**src/rtl/mul_pkg.sv**
```systemverilog
// Shared encodings for the iterative multiply / multiply-accumulate unit:
// function-field values, FSM states and operation kinds.
package mul_pkg;

   localparam logic [5:0] MFHI  = 6'h10;
   localparam logic [5:0] MTHI  = 6'h11;
   localparam logic [5:0] MFLO  = 6'h12;
   localparam logic [5:0] MTLO  = 6'h13;
   localparam logic [5:0] MULT  = 6'h18;
   localparam logic [5:0] MULTU = 6'h19;

   localparam logic [5:0] MADD  = 6'h00;
   localparam logic [5:0] MADDU = 6'h01;
   localparam logic [5:0] MUL   = 6'h02;
   localparam logic [5:0] MSUB  = 6'h04;
   localparam logic [5:0] MSUBU = 6'h05;

   typedef enum logic [1:0] {IDLE, ITER, FINISH, DONE} mul_state_t;
   typedef enum logic [1:0] {K_MULT, K_MADD, K_MSUB, K_MUL} mul_kind_t;

endpackage

```
**src/rtl/mul_iter.sv**
```systemverilog
// One multiply step: 32 x ITER_BITS unsigned partial product, shifted into
// its byte lane and added to the 64-bit running product.
module mul_iter #(
   parameter int ITER_BITS = 8
) (
   input  logic [63:0]          i_acc,
   input  logic [31:0]          i_mag_a,
   input  logic [ITER_BITS-1:0] i_mag_b_part,
   input  logic [1:0]           i_idx,
   output logic [63:0]          o_sum
);

   logic [31+ITER_BITS:0] w_pp;
   logic [5:0]            w_shift;

   assign w_pp    = (32+ITER_BITS)'(i_mag_a) * (32+ITER_BITS)'(i_mag_b_part);
   assign w_shift = 6'(i_idx) * 6'(ITER_BITS);
   assign o_sum   = i_acc + (64'(w_pp) << w_shift);

endmodule

```
**src/rtl/mul_acc_unit.sv**
```systemverilog
// Iterative 32x32 multiply / multiply-accumulate with HI/LO registers.
// Four sign-magnitude iterations, one FINISH step applying sign and accumulate.
module mul_acc_unit
   import mul_pkg::*;
#(
   parameter int ITER_BITS = 8
) (
   input  logic        clock,
   input  logic        reset,
   input  logic        ALUOp,
   input  logic        MULOp,
   input  logic        ACCEn,
   input  logic        MULSelB,
   input  logic        Flush,
   input  logic [5:0]  Func,
   input  logic [31:0] A,
   input  logic [31:0] B,
   output logic [31:0] Result,
   output logic        Stall,
   output logic        Busy
);

   mul_state_t r_state, w_state_nxt;
   mul_kind_t  r_kind, w_kind;
   logic [1:0]  r_cnt;
   logic        r_neg;
   logic [31:0] r_mag_a, r_mag_b;
   logic [63:0] r_prod;
   logic [31:0] r_hi, r_lo, r_mulres;

   logic w_is_mul_fn, w_req, w_mul_class, w_signed, w_issue, w_idle;
   logic w_own_done, w_rd_hi, w_rd_lo, w_wr_hi, w_wr_lo, w_neg, w_fin;
   logic [31:0] w_mag_a, w_mag_b;
   logic [63:0] w_it_acc, w_it_sum, w_p;
   logic [31:0] w_it_a;
   logic [ITER_BITS-1:0] w_it_b;
   logic [1:0]  w_it_idx;

   assign w_is_mul_fn = MULOp & (Func == MUL);
   assign w_req       = (ACCEn | w_is_mul_fn) & ~Flush;
   assign w_mul_class = (ALUOp & ((Func == MULT) | (Func == MULTU))) |
                        (MULOp & ((Func == MADD) | (Func == MADDU) | (Func == MUL) |
                                  (Func == MSUB) | (Func == MSUBU)));
   assign w_signed    = (ALUOp & (Func == MULT)) |
                        (MULOp & ((Func == MADD) | (Func == MSUB) | (Func == MUL)));
   assign w_idle      = (r_state == IDLE);
   assign w_issue     = w_req & w_mul_class & w_idle;
   assign w_own_done  = (r_state == DONE) & w_is_mul_fn;
   assign w_rd_hi     = w_req & ALUOp & (Func == MFHI);
   assign w_rd_lo     = w_req & ALUOp & (Func == MFLO);
   assign w_wr_hi     = w_req & ALUOp & ~MULSelB & (Func == MTHI);
   assign w_wr_lo     = w_req & ALUOp & ~MULSelB & (Func == MTLO);

   assign w_mag_a = (w_signed & A[31]) ? (~A + 32'd1) : A;
   assign w_mag_b = (w_signed & B[31]) ? (~B + 32'd1) : B;
   assign w_neg   = w_signed & (A[31] ^ B[31]);

   always_comb begin
      w_kind = K_MULT;
      if (MULOp) begin
         case (Func)
            MADD, MADDU: w_kind = K_MADD;
            MSUB, MSUBU: w_kind = K_MSUB;
            MUL:         w_kind = K_MUL;
            default:     w_kind = K_MULT;
         endcase
      end
   end

   // Iteration 0 runs on the live operands during the issue edge
   assign w_it_acc = w_idle ? 64'd0 : r_prod;
   assign w_it_a   = w_idle ? w_mag_a : r_mag_a;
   assign w_it_b   = w_idle ? w_mag_b[ITER_BITS-1:0] : r_mag_b[r_cnt*ITER_BITS +: ITER_BITS];
   assign w_it_idx = w_idle ? 2'd0 : r_cnt;

   mul_iter #(.ITER_BITS(ITER_BITS)) u_iter (
      .i_acc       (w_it_acc),
      .i_mag_a     (w_it_a),
      .i_mag_b_part(w_it_b),
      .i_idx       (w_it_idx),
      .o_sum       (w_it_sum)
   );

   assign w_p   = r_neg ? (~r_prod + 64'd1) : r_prod;
   assign w_fin = (r_state == FINISH) & ~(Flush & (r_kind == K_MUL));

   always_comb begin
      w_state_nxt = r_state;
      case (r_state)
         IDLE:   if (w_issue) w_state_nxt = ITER;
         ITER:   if (Flush && r_kind == K_MUL) w_state_nxt = IDLE;
                 else if (r_cnt == 2'd3)      w_state_nxt = FINISH;
         FINISH: if (r_kind == K_MUL && !Flush) w_state_nxt = DONE;
                 else                           w_state_nxt = IDLE;
         DONE:   w_state_nxt = IDLE;
         default: w_state_nxt = IDLE;
      endcase
   end

   always_ff @(posedge clock or posedge reset) begin
      if (reset) r_state <= IDLE;
      else       r_state <= w_state_nxt;
   end

   always_ff @(posedge clock or posedge reset) begin
      if (reset) begin
         r_kind   <= K_MULT;
         r_cnt    <= 2'd0;
         r_neg    <= 1'b0;
         r_mag_a  <= '0;
         r_mag_b  <= '0;
         r_prod   <= '0;
         r_hi     <= '0;
         r_lo     <= '0;
         r_mulres <= '0;
      end else begin
         if (w_issue) begin
            r_kind  <= w_kind;
            r_neg   <= w_neg;
            r_mag_a <= w_mag_a;
            r_mag_b <= w_mag_b;
            r_prod  <= w_it_sum;
            r_cnt   <= 2'd1;
         end else if (r_state == ITER) begin
            r_prod <= w_it_sum;
            r_cnt  <= r_cnt + 2'd1;
         end
         if (w_fin) begin
            case (r_kind)
               K_MULT:  {r_hi, r_lo} <= w_p;
               K_MADD:  {r_hi, r_lo} <= {r_hi, r_lo} + w_p;
               K_MSUB:  {r_hi, r_lo} <= {r_hi, r_lo} - w_p;
               default: r_mulres <= w_p[31:0];
            endcase
         end else if (w_idle) begin
            if (w_wr_hi) r_hi <= A;
            if (w_wr_lo) r_lo <= A;
         end
      end
   end

   // The MUL still parked in EX collects its result in DONE without stalling
   assign Stall = w_req & ((w_issue & (w_kind == K_MUL)) | (~w_idle & ~w_own_done));
   assign Busy  = ~w_idle;

   always_comb begin
      Result = '0;
      if (w_req & w_own_done)  Result = r_mulres;
      else if (w_idle & w_rd_hi) Result = r_hi;
      else if (w_idle & w_rd_lo) Result = r_lo;
   end

endmodule

```
**config.mk**
```make
export PLATFORM = sky130hd
export DESIGN_NAME = mul_acc_unit
export DESIGN_NICKNAME = d
export VERILOG_FILES = /design/src/rtl/mul_pkg.sv /design/src/rtl/mul_iter.sv /design/src/rtl/mul_acc_unit.sv
export SDC_FILE = /design/constraint.sdc
export NUM_CORES = 2
export LEC_CHECK = 0
export ABC_AREA = 1
export BUFFER_PORTS_ARGS = -buffer_cell sky130_fd_sc_hd__buf_2
export CELL_PAD_IN_SITES_DETAIL_PLACEMENT = 1
export CELL_PAD_IN_SITES_GLOBAL_PLACEMENT = 1
export CORE_ASPECT_RATIO = 1.1
export CORE_UTILIZATION = 40
export CTS_CLUSTER_DIAMETER = 40
export CTS_CLUSTER_SIZE = 16
export DETAILED_ROUTE_END_ITERATION = 10
export PLACE_DENSITY_LB_ADDON = 0.1
export SETUP_SLACK_MARGIN = 0.2
export SYNTH_ARGS = -nofsm -noshare
export SYNTH_HDL_FRONTEND = slang
export SYNTH_SLANG_ARGS = --single-unit
```
**constraint.sdc**
```tcl
create_clock -name clock -period 9.4 [get_ports clock]
set_input_delay 1.41 -clock clock [delete_from_list [all_inputs] [get_ports clock]]
set_output_delay 1.41 -clock clock [all_outputs]
set_load 0.02 [all_outputs]
```
==> reports/metrics.cfg <==
[synthesis]
netlist_instances = 6894
synth_area_leaders = nand2_1, dfrtp_1, inv_1, nor2_1, fa_1
yosysUniqueCellTypes = 63
synth_top_cell_area_share = 0.161
ys_seq_area_frac = 0.144
synthesis.nets = 7412
ys_warn_count = 0
yosys.area.top_type = nand2_1
synth.most_common_cell = nand2_1
synth_common_cells = nand2_1, inv_1, nor2_1, nand3_1
ys_dominant_reg_cell = dfrtp_1
synth-seq-cells = 231
synthArstFlopShare = 1.00
syn_area_mm2 = 0.0401
synth_edf_count = 0
avgSynthCellArea_um2 = 5.81

[setup_path]
r2r_cells = 34
cpMostUsedCell = nand2_1
reg2reg_slack_ps = 680
cp_slowest_cell = fa_1
cp.depth = 48
startpoint_type = input port
cp_top_family = adder cells
cp_data_arrival_time_ps = 9490
path_max_fanout = 4
slowest_delay_ps = 510
cp_num_buf_inv = 14
worst-setup-path-type = input port to register
required_ps = 9880
critPathCaptureType = register

[drt]
drc = 0
ant_nets = 0
post_drt_wl_per_cell_um = 24.1
drt_pass1_iterations = 5
avgViaCountPerCell = 5.59
wl_mm = 213
num_vias = 49300
drt_first_iter_violations = 3813

[finish]
finalNonFillerCells = 8819
drive_gt1_frac = 0.156
fillCellCount = 13900
nets = 7999
multi_input_area_mm2 = 0.0301
seqCellArea_mm2 = 0.00578
area_growth_pct = 22.8

[floorplan]
fp-row-count = 121
coreArea_mm2 = 0.0992
fp.dieArea_mm2 = 0.101
io_pins = 111
die_h_um = 334
start_util = 0.404
die_x_um = 304

[global_route]
globalRouteOverflowTotal = 0
grt_pass1_wl_mm = 313
use_met3 = 0.0421
grt_max_degree = 138
use_met1 = 0.503
antenna_found_initial = 10
grtUsageTotal = 0.410
grt_pass1_vias = 50500
globalRouteMet2Util = 0.683
grt_busiest_layer = met2

[clock_network]
h-tree-depth = 2
cts-buffers-inserted = 49
clkTransAtPathRegs_ps = 50
root_buffer = clkbuf_16
cts_max_path_buffers = 3
cts_tree = yes
insertion_delay_ps = 640
clkSinkCount = 231

[sta]
holdWs_ps = 486
setup_viol = 0
grt_setup_unrepaired = false
tightest_slew_ps = 1170
finalCriticalPeriod_ps = 9020
finalSetupTns_ps = 0
maxSlewHeadroom = 0.221
post-route-period-util = 0.959
skew_ps = 60.1
fmax_ghz = 0.111
maxSlewViolCount = 0
hold_viol = 0

[place]
portBuffers = 110
dp_hpwl_mm = 178
dp.cells = 8702
gp_congestion = 1.06

[worst_hold_path]
min_path_type = register to register
whs_path_depth = 2

[run]
max-cap-violations = 0

[status]
status = completed

==> worst min-delay path, stage by stage, from the launching register on <==
cell and delay, ps:
dfrtp_1 340, nand2_1 50, o21ai_0 60
==> final timing paths <==
check,to,start
max,r_prod[52]$_DFFE_PP0P_,A[1]
min,r_mag_a[23]$_DFFE_PP0P_,r_mag_a[23]$_DFFE_PP0P_
max reg2reg,r_prod[59]$_DFFE_PP0P_,r_state[0]$_DFFE_PP0P_
min reg2reg,r_mag_a[23]$_DFFE_PP0P_,r_mag_a[23]$_DFFE_PP0P_
max in group asynchronous,r_prod[62]$_DFFE_PP0P_,reset
min in group asynchronous,r_mulres[10]$_DFFE_PP0P_,reset
==> cell usage in the layout, fill, tap and decap left out, drive strengths merged, types with 31 or more instances in the layout <==
cell       n
inv     1202
dfrtp    231
xor2     100
a21oi    465
a31oi     32
clkbuf    58
ha       258
o21ai    529
o211ai    32
o21bai    31
buf      743
nand2   1725
nor2    1067
nand4     67
nor3      65
nand3    512
fa       183
==> per-layer routing <==
metal	share of wire	wire length, µm
met1	0.41	87100
met4	0.080	17000
met5	0	0
met2	0.46	97600
met3	0.053	11200
==> per-stage QoR <==
step	util	setup WS [ps]	area [µm²]
floorplan	-	1230	40100
global placement	0.465	-383	46100
detailed placement	0.465	-479	46100
CTS	0.484	209	48000
global route	0.496	72.6	49200
finish	0.496	384	49200
==> timing repair <==
action | in CTS | in global routing
pin swaps | 1 | 59
gates resized for setup | 10 | 310
buffers inserted | 1 | 18
hold buffers | 0 | 0
setup endpoints to repair | 14 | 47
==> registers in the layout (all words and copies together), names as in the netlist <==
signal    flops
r_mulres     32
r_neg         1
r_kind        2
r_mag_a      32
r_mag_b      32
r_state       2
r_prod       64
r_hi         32
r_cnt         2
r_lo         32
==> final cells by class <==
| cell class | instances | area share |
|---|---|---|
| sequential | 231 | 0.118 |
| clock inverter | 34 | 0.00956 |
| antenna | 6 | 0.000305 |
| inverter | 1196 | 0.0915 |
| timing repair buffer | 743 | 0.111 |
| tap | 1291 | 0.0328 |
| multi-input combinational | 5260 | 0.611 |
| clock buffer | 58 | 0.0266 |
==> cells by family after synthesis <==
group | count (synthesis) | share of synthesized area
simple gates | 3514 | 0.360
mux | 2 | 0.000500
fa+ha+maj | 441 | 0.172
compound gates | 1183 | 0.162
flops | 231 | 0.144
buf+inv | 1403 | 0.135
xor+xnor | 120 | 0.0266
Power is not shown: default switching activity piles up to over one toggle a cycle in this logic, so the estimate is an artifact.
